==> src/rtl/pic_host_initiator.sv <==
// 8259 host initiator: ICW1..ICW4 init writes, then 8086-style two-pulse INTA with vector handoff (PIC_INIT_OCW1_EN adds an OCW1 mask write).
// Strobes start the cycle after a request is seen in IDLE; a captured vector is held on vec_valid until vec_ready.
module pic_host_initiator #(
  parameter int PULSE_CYC = 2,
  parameter int GAP_CYC   = 1
) (
  input  logic       clk,
  input  logic       reset_n,
  input  logic [7:0] icw1,
  input  logic [7:0] icw2,
  input  logic [7:0] icw3,
  input  logic [7:0] icw4,
`ifdef PIC_INIT_OCW1_EN
  input  logic [7:0] ocw1_mask,
`endif
  input  logic       init_start,
  output logic       init_busy,
  output logic       init_done,
  input  logic       intr,
  output logic       inta_n,
  output logic       wr_n,
  output logic       cs_n,
  output logic       a0,
  output logic [7:0] data_out,
  input  logic [7:0] data_in,
  output logic       vec_valid,
  output logic [7:0] vec_data,
  input  logic       vec_ready
);

  typedef enum logic [2:0] {IDLE, WR_STB, WR_GAP, INTA1, GAP1, INTA2, GAP2, VEC_OUT} state_t;

  localparam logic [15:0] PULSE_LD = 16'(PULSE_CYC - 1);
  localparam logic [15:0] GAP_LD   = 16'(GAP_CYC - 1);

  state_t          state_q, state_d;
  logic [15:0]     cnt_q, cnt_d;
  logic [2:0]      idx_q, idx_d;
  logic [2:0]      nw_q, nw_d;
  logic [4:0][7:0] list_q, list_d;
  logic            inta_n_q, inta_n_d;
  logic            wr_n_q, wr_n_d;
  logic            a0_q, a0_d;
  logic [7:0]      data_out_q, data_out_d;
  logic            busy_q, busy_d;
  logic            done_q, done_d;
  logic            vec_valid_q, vec_valid_d;
  logic [7:0]      vec_data_q, vec_data_d;
  logic            cnt_last;
  logic [2:0]      n;

  assign cnt_last = (cnt_q == 16'd0);

  always_comb begin
    state_d     = state_q;
    cnt_d       = cnt_last ? cnt_q : cnt_q - 16'd1;
    idx_d       = idx_q;
    nw_d        = nw_q;
    list_d      = list_q;
    inta_n_d    = 1'b1;
    wr_n_d      = 1'b1;
    a0_d        = a0_q;
    data_out_d  = data_out_q;
    busy_d      = busy_q;
    done_d      = done_q;
    vec_valid_d = vec_valid_q;
    vec_data_d  = vec_data_q;
    n           = 3'd2;

    case (state_q)
      IDLE: begin
        if (init_start) begin
          // Word list is frozen here so later icw* changes cannot disturb a running init.
          list_d    = '0;
          list_d[0] = icw1;
          list_d[1] = icw2;
          if (!icw1[1]) begin
            list_d[n] = icw3;
            n         = n + 3'd1;
          end
          if (icw1[0]) begin
            list_d[n] = icw4;
            n         = n + 3'd1;
          end
`ifdef PIC_INIT_OCW1_EN
          list_d[n] = ocw1_mask;
          n         = n + 3'd1;
`endif
          nw_d       = n;
          idx_d      = 3'd0;
          busy_d     = 1'b1;
          done_d     = 1'b0;
          wr_n_d     = 1'b0;
          a0_d       = 1'b0;
          data_out_d = icw1;
          cnt_d      = PULSE_LD;
          state_d    = WR_STB;
        end else if (intr && done_q) begin
          inta_n_d = 1'b0;
          cnt_d    = PULSE_LD;
          state_d  = INTA1;
        end
      end
      WR_STB: begin
        if (cnt_last) begin
          cnt_d   = GAP_LD;
          state_d = WR_GAP;
        end else begin
          wr_n_d = 1'b0;
        end
      end
      WR_GAP: begin
        if (cnt_last) begin
          if (idx_q == nw_q - 3'd1) begin
            busy_d  = 1'b0;
            done_d  = 1'b1;
            state_d = IDLE;
          end else begin
            idx_d      = idx_q + 3'd1;
            wr_n_d     = 1'b0;
            a0_d       = 1'b1;
            data_out_d = list_q[idx_q + 3'd1];
            cnt_d      = PULSE_LD;
            state_d    = WR_STB;
          end
        end
      end
      INTA1: begin
        if (cnt_last) begin
          cnt_d   = GAP_LD;
          state_d = GAP1;
        end else begin
          inta_n_d = 1'b0;
        end
      end
      GAP1: begin
        if (cnt_last) begin
          inta_n_d = 1'b0;
          cnt_d    = PULSE_LD;
          state_d  = INTA2;
        end
      end
      INTA2: begin
        if (cnt_last) begin
          vec_data_d = data_in;
          cnt_d      = GAP_LD;
          state_d    = GAP2;
        end else begin
          inta_n_d = 1'b0;
        end
      end
      GAP2: begin
        if (cnt_last) begin
          vec_valid_d = 1'b1;
          state_d     = VEC_OUT;
        end
      end
      VEC_OUT: begin
        if (vec_valid_q && vec_ready) begin
          vec_valid_d = 1'b0;
          state_d     = IDLE;
        end
      end
      default: state_d = IDLE;
    endcase
  end

  always_ff @(posedge clk or negedge reset_n) begin
    if (!reset_n) begin
      state_q     <= IDLE;
      cnt_q       <= '0;
      idx_q       <= '0;
      nw_q        <= '0;
      list_q      <= '0;
      inta_n_q    <= 1'b1;
      wr_n_q      <= 1'b1;
      a0_q        <= 1'b0;
      data_out_q  <= '0;
      busy_q      <= 1'b0;
      done_q      <= 1'b0;
      vec_valid_q <= 1'b0;
      vec_data_q  <= '0;
    end else begin
      state_q     <= state_d;
      cnt_q       <= cnt_d;
      idx_q       <= idx_d;
      nw_q        <= nw_d;
      list_q      <= list_d;
      inta_n_q    <= inta_n_d;
      wr_n_q      <= wr_n_d;
      a0_q        <= a0_d;
      data_out_q  <= data_out_d;
      busy_q      <= busy_d;
      done_q      <= done_d;
      vec_valid_q <= vec_valid_d;
      vec_data_q  <= vec_data_d;
    end
  end

  assign inta_n    = inta_n_q;
  assign wr_n      = wr_n_q;
  assign cs_n      = wr_n_q;
  assign a0        = a0_q;
  assign data_out  = data_out_q;
  assign init_busy = busy_q;
  assign init_done = done_q;
  assign vec_valid = vec_valid_q;
  assign vec_data  = vec_data_q;

endmodule
==> config.mk <==
export PLATFORM = sky130hd
export DESIGN_NAME = pic_host_initiator
export DESIGN_NICKNAME = d
export VERILOG_FILES = /design/src/rtl/pic_host_initiator.sv
export SDC_FILE = /design/constraint.sdc
export NUM_CORES = 1
export LEC_CHECK = 0
export CORE_UTILIZATION = 55
export CTS_CLUSTER_DIAMETER = 30
export CTS_CLUSTER_SIZE = 30
export DETAILED_ROUTE_END_ITERATION = 10
export PLACE_DENSITY = 0.81
export SLEW_MARGIN = 25
export SYNTH_ARGS = -nofsm -noshare
export SYNTH_HDL_FRONTEND = slang
export SYNTH_SLANG_ARGS = --single-unit
==> constraint.sdc <==
create_clock -name clk -period 5.74 [get_ports clk]
set_input_delay 1.722 -clock clk [delete_from_list [all_inputs] [get_ports clk]]
set_output_delay 1.722 -clock clk [all_outputs]
set_load 0.05 [all_outputs]
==> results of run 1 <==
## through the flow
stage	instance area, sq um	worst slack [ns]
floorplan	3950	2.79
global placement	4640	2.16
detailed placement	4640	2.10
CTS	4850	2.32
global route	4860	2.31
finish	4860	2.34
## per-layer routing
layer	routed length, um	vias to the layer above
li1	-	1536
met1	3690	1536
met2	4500	73
met3	310	16
met4	194	0
met5	0	-
## report_power, final
part | switching (mW) | internal, mW | leakage, nW
combinational | 0.225 | 0.190 | 1.01
sequential | 0.108 | 0.643 | 1.03
clock | 0.222 | 0.210 | 0.103
## worst paths after layout
check,end,slack [ns],cells after the start
worst max-delay path,cs_n,2.34,1
worst min-delay path,list_q[31],0.47,2
worst max register to register,cnt_q[0],2.49,10
worst min register to register,list_q[31],0.47,2
max in group asynchronous,vec_valid,3.86,1
min in group asynchronous,cnt_q[9],1.39,1
## worst min-delay path: stages (launching register included)
cell and delay [ns]:
dfrtp_1 0.35, nand2_1 0.05, nand2_1 0.05
## final cells by class
| type | instances | area, sq um |
|---|---|---|
| fillers | 517 | 2010 |
| flip-flops and latches | 79 | 1980 |
| clock buffers | 9 | 124 |
| repair buffers | 69 | 687 |
| inverters | 8 | 30.0 |
| well taps | 96 | 120 |
| clock inverters | 7 | 83.8 |
| multi-input cells | 298 | 1830 |
## logic make-up after synthesis
| family | count (synthesis) | share of synthesized area (%) |
|---|---|---|
| AO/OA/AOI/OAI | 71 | 11.2 |
| XOR/XNOR | 16 | 3.90 |
| adder cells (fa/ha/maj) | 7 | 2.22 |
| buffers and inverters | 31 | 3.49 |
| flip-flops | 79 | 50.1 |
| multiplexers | 16 | 6.84 |
| AND/OR/NAND/NOR | 188 | 22.3 |
## cell usage after synthesis, types with 2 or more instances
library cell / n
o21ai_0: 24
clkinv_1: 2
o21ai_1: 2
nor2_1: 23
clkbuf_1: 11
mux2_2: 8
nor2b_1: 3
inv_1: 6
nand2_1: 100
nor4_1: 6
mux4_2: 8
a211oi_1: 3
and4_2: 2
xor2_1: 5
dfrtp_1: 77
nor3_1: 12
buf_6: 2
nand3_1: 18
xnor2_1: 10
o21bai_1: 2
a21oi_1: 12
ha_1: 7
buf_1: 7
a22oi_1: 16
dfstp_2: 2
nand2b_1: 4
o22ai_1: 2
nand4_1: 4
and3_1: 3
a31oi_1: 4
buf_2: 2
## sequential cells by signal, indices dropped and copies added, names as in the netlist, 3 cells and up
register,count
cnt_q,16
data_out,8
idx_q,3
list_q,32
nw_q,3
state_q,3
vec_data,8
==> key figures, run 1 <==
Layout
  – Fin util: 70.7%
  – Layout cells sized above 1: 9.79%
  – Most common cell after layout, fill and taps aside: nand2_1
  – Layout area overhead: 23.0%
  – Final Non-Filler Cells: 566
  – Antenna Cells: 0
  – Layout net count: 517
  – Commonest cells after routing, fill and taps aside: nand2_1, dfrtp_1, clkdlybuf4s50_1

Global route
  – Largest net degree at the start of global routing: 80
  – Gr usage total: 25.9%
  – Met1 Use GR: 33.4%
  – Grt met3 use: 3.24%
  – M2 GR Usage: 44.2%
  – First-pass GRT wire length: 14800 um
  – Initial antenna violation count: 0
  – Vias in the first global route: 3068
  – Global routing's busiest layer: met2
  – GRT Residual Overflow: 0

Worst setup path
  – Crit. End Element: output port
  – CP arrival: 1.68 ns
  – Worst path cell trace: clkdlybuf4s50_1
  – Critical path type: flop to output port
  – Crit path from: cs_n
  – Top delay family on crit path: buffers and inverters
  – Critical Path Fanout Max: 2
  – Max incr delay on CP: 0.80 ns
  – Worst setup SP type: flop
  – Worst Path Required: 4.02 ns
  – CP max stage cell: clkdlybuf4s50_1
  – CP Buf/Inv Count: 1
  – Reg2reg start: cnt_q[0]

Synthesis
  – Leading area contributor after synthesis: dfrtp_1
  – Post-synthesis cell count: 408
  – Synth Cell Area: 3950 sq um
  – Netlist cell types: 52
  – Post-synth EDFFs: 0
  – Yosys Warn Count: 0
  – Synth Register Bits: 79
  – Most area-consuming cells after synthesis: dfrtp_1, nand2_1, mux4_2
  – Post-synthesis sequential area ratio: 50.1%
  – Net count after synthesis: 460
  – Syn_area_per_cell: 9.68 sq um
  – Async SR Flop Fraction: 100%
  – Synth top area share: 48.8%
  – Post-synth top flop: dfrtp_1

Routing
  – DRT Pass-1 Iters: 4
  – Initial DRC count: 262
  – DRC: 0
  – Drt wl/cell: 15.4 um
  – Routed wire length: 8700 um
  – Via/cell ratio: 5.58
  – Antenna Nets Post-Route: 0
  – Via count: 3161

Placement
  – DP HPWL: 6030 um
  – IO Port Bufs: 67
  – Placed cells: 550
  – RD Place Congestion: 0.871

Timing
  – Slew Limit Fails: 0
  – Worst Skew: 0.0161 ns
  – Final setup viols: 0
  – Fmax achieved: 294 MHz
  – Setup TNS Final: 0 ns
  – Fin crit period: 3.40 ns
  – Slew HR: 53.2%
  – RSZ-0062 raised after global routing: false
  – Final Hold Fails: 0
  – Worst-margin pin slew: 0.701 ns
  – Worst hold margin: 0.471 ns
  – Fin crit share: 59.2%

Die
  – Die width: 86.7 um
  – Initial Utilization: 57.5%
  – Core Area: 6870 sq um
  – Die area: 7520 sq um
  – Die height: 86.7 um
  – I/O Pins: 68
  – Row cnt: 30

Clocking
  – H-tree depth: 3
  – CTS buffer count: 9
  – CTS sink cnt: 79
  – Clock transition at the registers of the reported paths: 0.09 ns
  – Post-CTS Setup Repair Bufs: 0
  – CTS hold repair buffers: 0
  – CTS Root Cell: clkbuf_8
  – PostCTS Resize Cnt: 0
  – CTS tree: done
  – Worst-case clock buffer depth: 2
  – Worst-Skew Late Latency: 0.36 ns

Hold path
  – Hold Startpoint: list_q[31]
  – Hold Crit Class: flop to flop

Pwr
  – Design Power: 1.60 mW
  – Worst vdd ir: 174 uV
  – PD cells: 329 nW/um^2
  – LEAKAGE: 2.15 nW

Run
  – Max-Cap Viols: 0

Run status
  – Status: complete, no violations
(Power assumes the default switching activity.)
==> run 2: changes to the inputs <==
--- a/config.mk
+++ b/config.mk
@@ -5,11 +5,11 @@
 export SDC_FILE = /design/constraint.sdc
 export NUM_CORES = 1
 export LEC_CHECK = 0
-export CORE_UTILIZATION = 55
+export CORE_UTILIZATION = 53
 export CTS_CLUSTER_DIAMETER = 30
 export CTS_CLUSTER_SIZE = 30
 export DETAILED_ROUTE_END_ITERATION = 10
-export PLACE_DENSITY = 0.81
+export PLACE_DENSITY = 0.78
 export SLEW_MARGIN = 25
 export SYNTH_ARGS = -nofsm -noshare
 export SYNTH_HDL_FRONTEND = slang
==> constraint.sdc (replaced) <==
create_clock -name clk -period 3.5 [get_ports clk]
set_input_delay 1.05 -clock clk [delete_from_list [all_inputs] [get_ports clk]]
set_output_delay 1.05 -clock clk [all_outputs]
set_load 0.05 [all_outputs]
==> key figures, run 2 (synthesis results as in run 1) <==
Layout
  – FILL cells: 582 (+13%)
  – Antenna Cells: 0 (unchanged)
  – Most flops, register: list_q
  – Layout area overhead: 23.2%
  – Final Non-Filler Cells: 570 (+0.71%)
  – Number of flip-flops under the largest register name: 32 (unchanged)
  – Layout net count: 518 (+0.19%)
  – Commonest cells after routing, fill and taps aside: nand2_1, dfrtp_1, clkdlybuf4s50_1
  – Largest registers: list_q x32, cnt_q x16
  – Most common cell after layout, fill and taps aside: nand2_1
  – Layout cells sized above 1: 9.98% (+0.19 points)
  – Post-route design area: 4860 sq um (+0.18%)

Placement
  – RD Place Congestion: 0.858 (-1.5%)
  – IO Port Bufs: 67 (unchanged)
  – Placed Area: 4660 sq um (+0.24%)
  – DP HPWL: 5810 um (-3.7%)
  – Worst slack, placed: 0.464 ns (-1.63 ns)
  – Placed cells: 554 (+0.73%)

Die
  – Row cnt: 31 (+3.3%)
  – I/O Pins: 68 (unchanged)
  – Die height: 88.3 um (+1.8%)
  – Die width: 88.3 um (+1.8%)
  – Core Area: 7210 sq um (+5.0%)
  – Die area: 7800 sq um (+3.7%)
  – Initial Utilization: 54.7% (-2.8 points)

Timing
  – Worst-margin pin slew: 0.728 ns (+0.0270 ns)
  – Worst hold margin: 0.470 ns (-0.00111 ns)
  – Worst Skew: 0.0107 ns (-0.00533 ns)
  – Final Hold Fails: 0 (unchanged)
  – Slew Limit Fails: 0 (unchanged)
  – Setup TNS Final: 0 ns (unchanged)
  – RSZ-0062 raised after global routing: false
  – Fmax achieved: 320 MHz
  – Fin crit share: 89.3%
  – Fin crit period: 3.12 ns
  – Slew HR: 51.3% (-2.0 points)
  – PnR worst setup slack: 0.376 ns (-1.96 ns)
  – Final setup viols: 0 (unchanged)

Worst setup path
  – Reg2reg start: cnt_q[0]
  – R2R Setup Slk: 0.38 ns (-2.11 ns)
  – Crit Reg-Reg Endpoint: cnt_q[0]
  – Worst Path Required: 3.73 ns (-0.29 ns)
  – Worst setup SP type: flop
  – Worst setup path end: cnt_q[0]
  – CP arrival: 3.35 ns (+1.67 ns)
  – Critical path type: flop to flop
  – Crit. End Element: flop
  – Critical Path Fanout Max: 10 (+8)
  – Crit path from: cnt_q[0]
  – Reg2reg path depth: 10 (unchanged)

Clocking
  – Clock transition at the registers of the reported paths: 0.08 ns (about the same)
  – CTS sink cnt: 79 (unchanged)
  – Post-CTS Setup Repair Bufs: 0 (unchanged)
  – CTS hold repair buffers: 0 (unchanged)
  – Worst-Skew Late Latency: 0.35 ns (about the same)
  – CTS tree: done
  – H-tree depth: 3 (unchanged)
  – PostCTS Resize Cnt: 0 (unchanged)
  – CTS Root Cell: clkbuf_8
  – Worst-case clock buffer depth: 2 (unchanged)
  – CTS buffer count: 9 (unchanged)

Run
  – Max-Cap Viols: 0 (unchanged)

Global route
  – Initial antenna violation count: 0 (unchanged)
  – Vias in the first global route: 3078 (+0.33%)
  – First-pass GRT wire length: 14500 um (-1.7%)
  – Gr usage total: 24.2% (-1.7 points)
  – Largest net degree at the start of global routing: 80 (unchanged)
  – GRT Residual Overflow: 0 (unchanged)

Pwr
  – Worst vdd ir: 240 uV (+38%)
  – PD cells: 536 nW/um^2 (+63%)
  – LEAKAGE: 2.15 nW (about the same)

Routing
  – Antenna Nets Post-Route: 0 (unchanged)
  – DRT Pass-1 Iters: 5 (+1)
  – Drt wl/cell: 14.7 um (-4.2%)
  – DRC: 0 (unchanged)
  – Routed wire length: 8390 um (-3.6%)
  – Initial DRC count: 240 (-8.4%)
  – Via count: 3196 (+1.1%)
  – Via/cell ratio: 5.61 (+0.40%)

Run status
  – Status: complete, no violations

Hold path
  – Hold Crit Class: flop to flop
==> run 2: cell count changes in the layout (fill, tap and decap cells not counted), sizes merged <==
cell / change
buf: +1
clkinv: +2
inv: -4
clkinvlp: +1
clkbuf: +1
==> run 2: worst min-delay path by stage <==
stage | startpoint | endpoint | slack [ns] | depth (start not counted)
3_5_place_dp | list_q[30] | list_q[30] | 0.45 | 2
3_3_place_gp | list_q[26] | list_q[26] | 0.45 | 2
6_report | list_q[24] | list_q[24] | 0.47 | 2
2_1_floorplan | list_q[24] | list_q[24] | 0.43 | 2
4_1_cts | list_q[24] | list_q[24] | 0.47 | 2
5_1_grt | list_q[31] | list_q[31] | 0.49 | 2
==> run 2: per-layer routing <==
| metal | up-vias | part of all wire, % | global-route usage (%) |
|---|---|---|---|
| met2 | 84 | 50 | 39.7 |
| met4 | 0 | 1.5 | 8.06 |
| met5 | - | 0 | 0 |
| li1 | 1554 | - | - |
| met1 | 1545 | 44 | 33.2 |
| met3 | 13 | 4.3 | 3.73 |
==> run 2: worst max-delay path, cell delays in order (launching register included) <==
cell      delay (ns)
dfrtp_1         0.45
inv_1           0.16
ha_1            0.25
nor4b_1         0.45
and4_2          0.45
inv_1           0.18
ha_1            0.35
a211oi_1        0.08
a221oi_1        0.33
nand3_1         0.12
and3_1          0.20
==> run 2: area by class of cell <==
| cell class | count | area [sq um] | area share [%] |
|---|---|---|---|
| clock buffer | 10 | 138 | 2.83 |
| clock inverter | 6 | 67.6 | 1.39 |
| inverter | 8 | 30.0 | 0.617 |
| multi-input combinational | 298 | 1830 | 37.7 |
| sequential | 79 | 1980 | 40.7 |
| tap | 99 | 124 | 2.55 |
| timing repair buffer | 70 | 694 | 14.3 |
==> run 2: through the flow <==
step	total power, mW	util (%)
2_1_floorplan	1.69	-
3_3_place_gp	1.90	64.5
3_5_place_dp	1.93	64.5
4_1_cts	2.61	67.4
5_1_grt	2.77	67.4
6_report	2.61	67.4
==> run 2: power by group <==
group          switching, mW  total, mW  internal (mW)
registers              0.177       1.23           1.05
clock network          0.339      0.690          0.351
logic                  0.367      0.685          0.318
==> run 3: changes to the inputs <==
==> constraint.sdc (replaced) <==
create_clock -name clk -period 3.5 [get_ports clk]
set_input_delay 1.05 -clock clk [delete_from_list [all_inputs] [get_ports clk]]
set_output_delay 1.05 -clock clk [all_outputs]
set_load 0.02 [all_outputs]
==> results of run 3 <==
Same layout as run 2 (identical final DEF). Status: complete, no violations.
Main changes from that run: total power 2.61 mW -> 2.56 mW
==> RTL change (settings of run 1) <==
Build with the macro `PIC_INIT_OCW1_EN` defined.
--- a/src/rtl/pic_host_initiator.sv
+++ b/src/rtl/pic_host_initiator.sv
@@ -1,4 +1,6 @@
 // 8259 host initiator: ICW1..ICW4 init writes, then 8086-style two-pulse INTA with vector handoff (PIC_INIT_OCW1_EN adds an OCW1 mask write).
 // Strobes start the cycle after a request is seen in IDLE; a captured vector is held on vec_valid until vec_ready.
+`define PIC_INIT_OCW1_EN
+
 module pic_host_initiator #(
   parameter int PULSE_CYC = 2,
Ports: changed (added ocw1_mask); port bits go from 68 to 76. No check against the original RTL was run, so the function may have changed too.
==> RTL change against run 1 <==
Register-to-register slack got worse by 0.48 ns. Setup slack lost 0.68 ns. Cell area is 16% higher. Synthesized area increased by 17%. Worst hold slack gained 0.0078 ns. Sequential cell count grew 8. Cell count rose by 13%. Wire length is 18% higher. First-iteration DRC count rose by 0.38%. Via count is 20% higher. Die area up 17%. Critical path type is now in -> reg.
Power is not compared: it rests on default switching activity, and its combinational part moved more than twofold at a synthesized area within 25%.
==> RTL change: results <==
group,metric,value,unit
clock_network,postCtsSetupBuffers,0,
logic_synthesis,synth.net_count,538,
cells_and_area,nets,592,
critical_path,cp_top_family,"buffers and inverters",
logic_synthesis,synth_top_cells_by_count,"85 x dfrtp_1, 79 x nand2_1, 58 x o21ai_0, 32 x a21oi_1, 25 x clkbuf_1",
place,dp_hpwl,7.29,mm
critical_path,cp-start-kind,"input port",
critical_path,r2r-end,"cnt_q[0]",
detailed_routing,dr_wl_met3,595,microns
detailed_routing,routed-wl-met2,5.02,mm
cells_and_area,largest_registers,"list_q x40, cnt_q x16",
power_and_ir_drop,power.leakage,0.00229,uW
logic_synthesis,ys_top_cells_by_area,"dfrtp_1 46%, nand2_1 6.4%, o21ai_0 6.3%",
global_routing,antenna_found_initial,0,
timing,finClkSkew,0.00971,ns
critical_path,crit_start,"icw1[0]",
clock_network,cts_resized,0,
clock_network,ctsHtreeMaxLevel,3,
global_routing,grtUsageTotal,0.253,
detailed_routing,wl_met1,4.52,mm
critical_path,arrival,4.30,ns
detailed_routing,wl_per_cell,16.1,microns
clock_network,path_clk_slew,0.08,ns
critical_path,path_max_fanout,19,
global_routing,grtUsageMet3,0.0413,
place,place.gp.congestion,0.859,
critical_path,r2r_slack,2.01,ns
detailed_routing,vias,3790,
power_and_ir_drop,power_switching,336,uW
detailed_routing,first_pass_iters,5,
global_routing,grt_pass1_vias,3590,
hold_path,hp-start,"list_q[20]",
critical_path,r2r-start,"cnt_q[10]",
hold_path,min_path_cells,2,
cells_and_area,fillers,637,
global_routing,grt_start_max_net_pins,88,
logic_synthesis,synth_top_area_frac,0.460,
global_routing,grtUsageMet1,0.347,
critical_path,critical-path-max-stage-delay,0.86,ns
critical_path,crit_path_end,"list_q[14]",
timing,max_slew_margin,0.351,
global_routing,grt_util_met2,0.406,
critical_path,r2r_cells,9,
detailed_routing,routed.top_layer,"met4",
power_and_ir_drop,peakVddDrop,137,uV
detailed_routing,drtIter0Drc,263,
global_routing,grt_pass1_wl,17.2,mm
hold_path,hold_path_end,"list_q[20]",
logic_synthesis,yosysSeqAreaShare,0.471,
cells_and_area,layout-drive-gt1-share,0.0991,
place,numPortBuffers,75,
logic_synthesis,synth_cell_type_count,51,
hold_path,hold_path_class,"reg -> reg",
outcome,status,"finished clean",
RTL change: cells by family (layout without fill, tap and decap cells):
group           count (synthesis)  after routing  share of synthesized area
buf+inv                        45            104                     0.0411
flops                          87             87                      0.471
mux                            40             40                      0.119
compound gates                125            125                      0.158
fa+ha+maj                       9              9                     0.0243
simple gates                  156            156                      0.157
xor+xnor                       14             14                     0.0295
RTL change: worst register-to-register path, delay by kind of cell (launching register included):
kind	cells	cell delay [ns]
AO/OA/AOI/OAI	4	0.72
adder cells (fa/ha/maj)	1	0.44
buffers and inverters	1	0.48
flip-flops	1	0.41
AND/OR/NAND/NOR	3	1.54
RTL change: power groups by stage:
| stage | Clock, uW | Combinational (uW) | Sequential [uW] |
|---|---|---|---|
| floorplan | 0 | 85.5 | 678 |
| global placement | 0 | 166 | 671 |
| finish | 471 | 172 | 660 |
| detailed placement | 0 | 172 | 672 |
| global route | 503 | 188 | 665 |
| CTS | 477 | 173 | 660 |
RTL change: area by class of cell:
cell class                      instances  area share
Clock buffer                           10      0.0227
Clock inverter                          6      0.0165
Inverter                               11     0.00736
Multi-Input combinational cell        344       0.405
Sequential cell                        87       0.388
Tap cell                              105      0.0234
Timing Repair Buffer                   77       0.137
RTL change: stage by stage:
| step | total power [uW] | area [sq um] | worst slack, ns | std cells | hold WS (ns) |
|---|---|---|---|---|---|
| 5_1_grt | 1360 | 5610 | 1.48 | 640 | 0.505 |
| 6_report | 1300 | 5610 | 1.66 | 640 | 0.479 |
| 4_1_cts | 1310 | 5600 | 1.73 | 640 | 0.484 |
| 3_5_place_dp | 844 | 5380 | 1.36 | 624 | 0.466 |
| 3_3_place_gp | 837 | 5380 | 1.52 | 624 | 0.456 |
| 2_1_floorplan | 763 | 4630 | 2.03 | 476 | 0.445 |
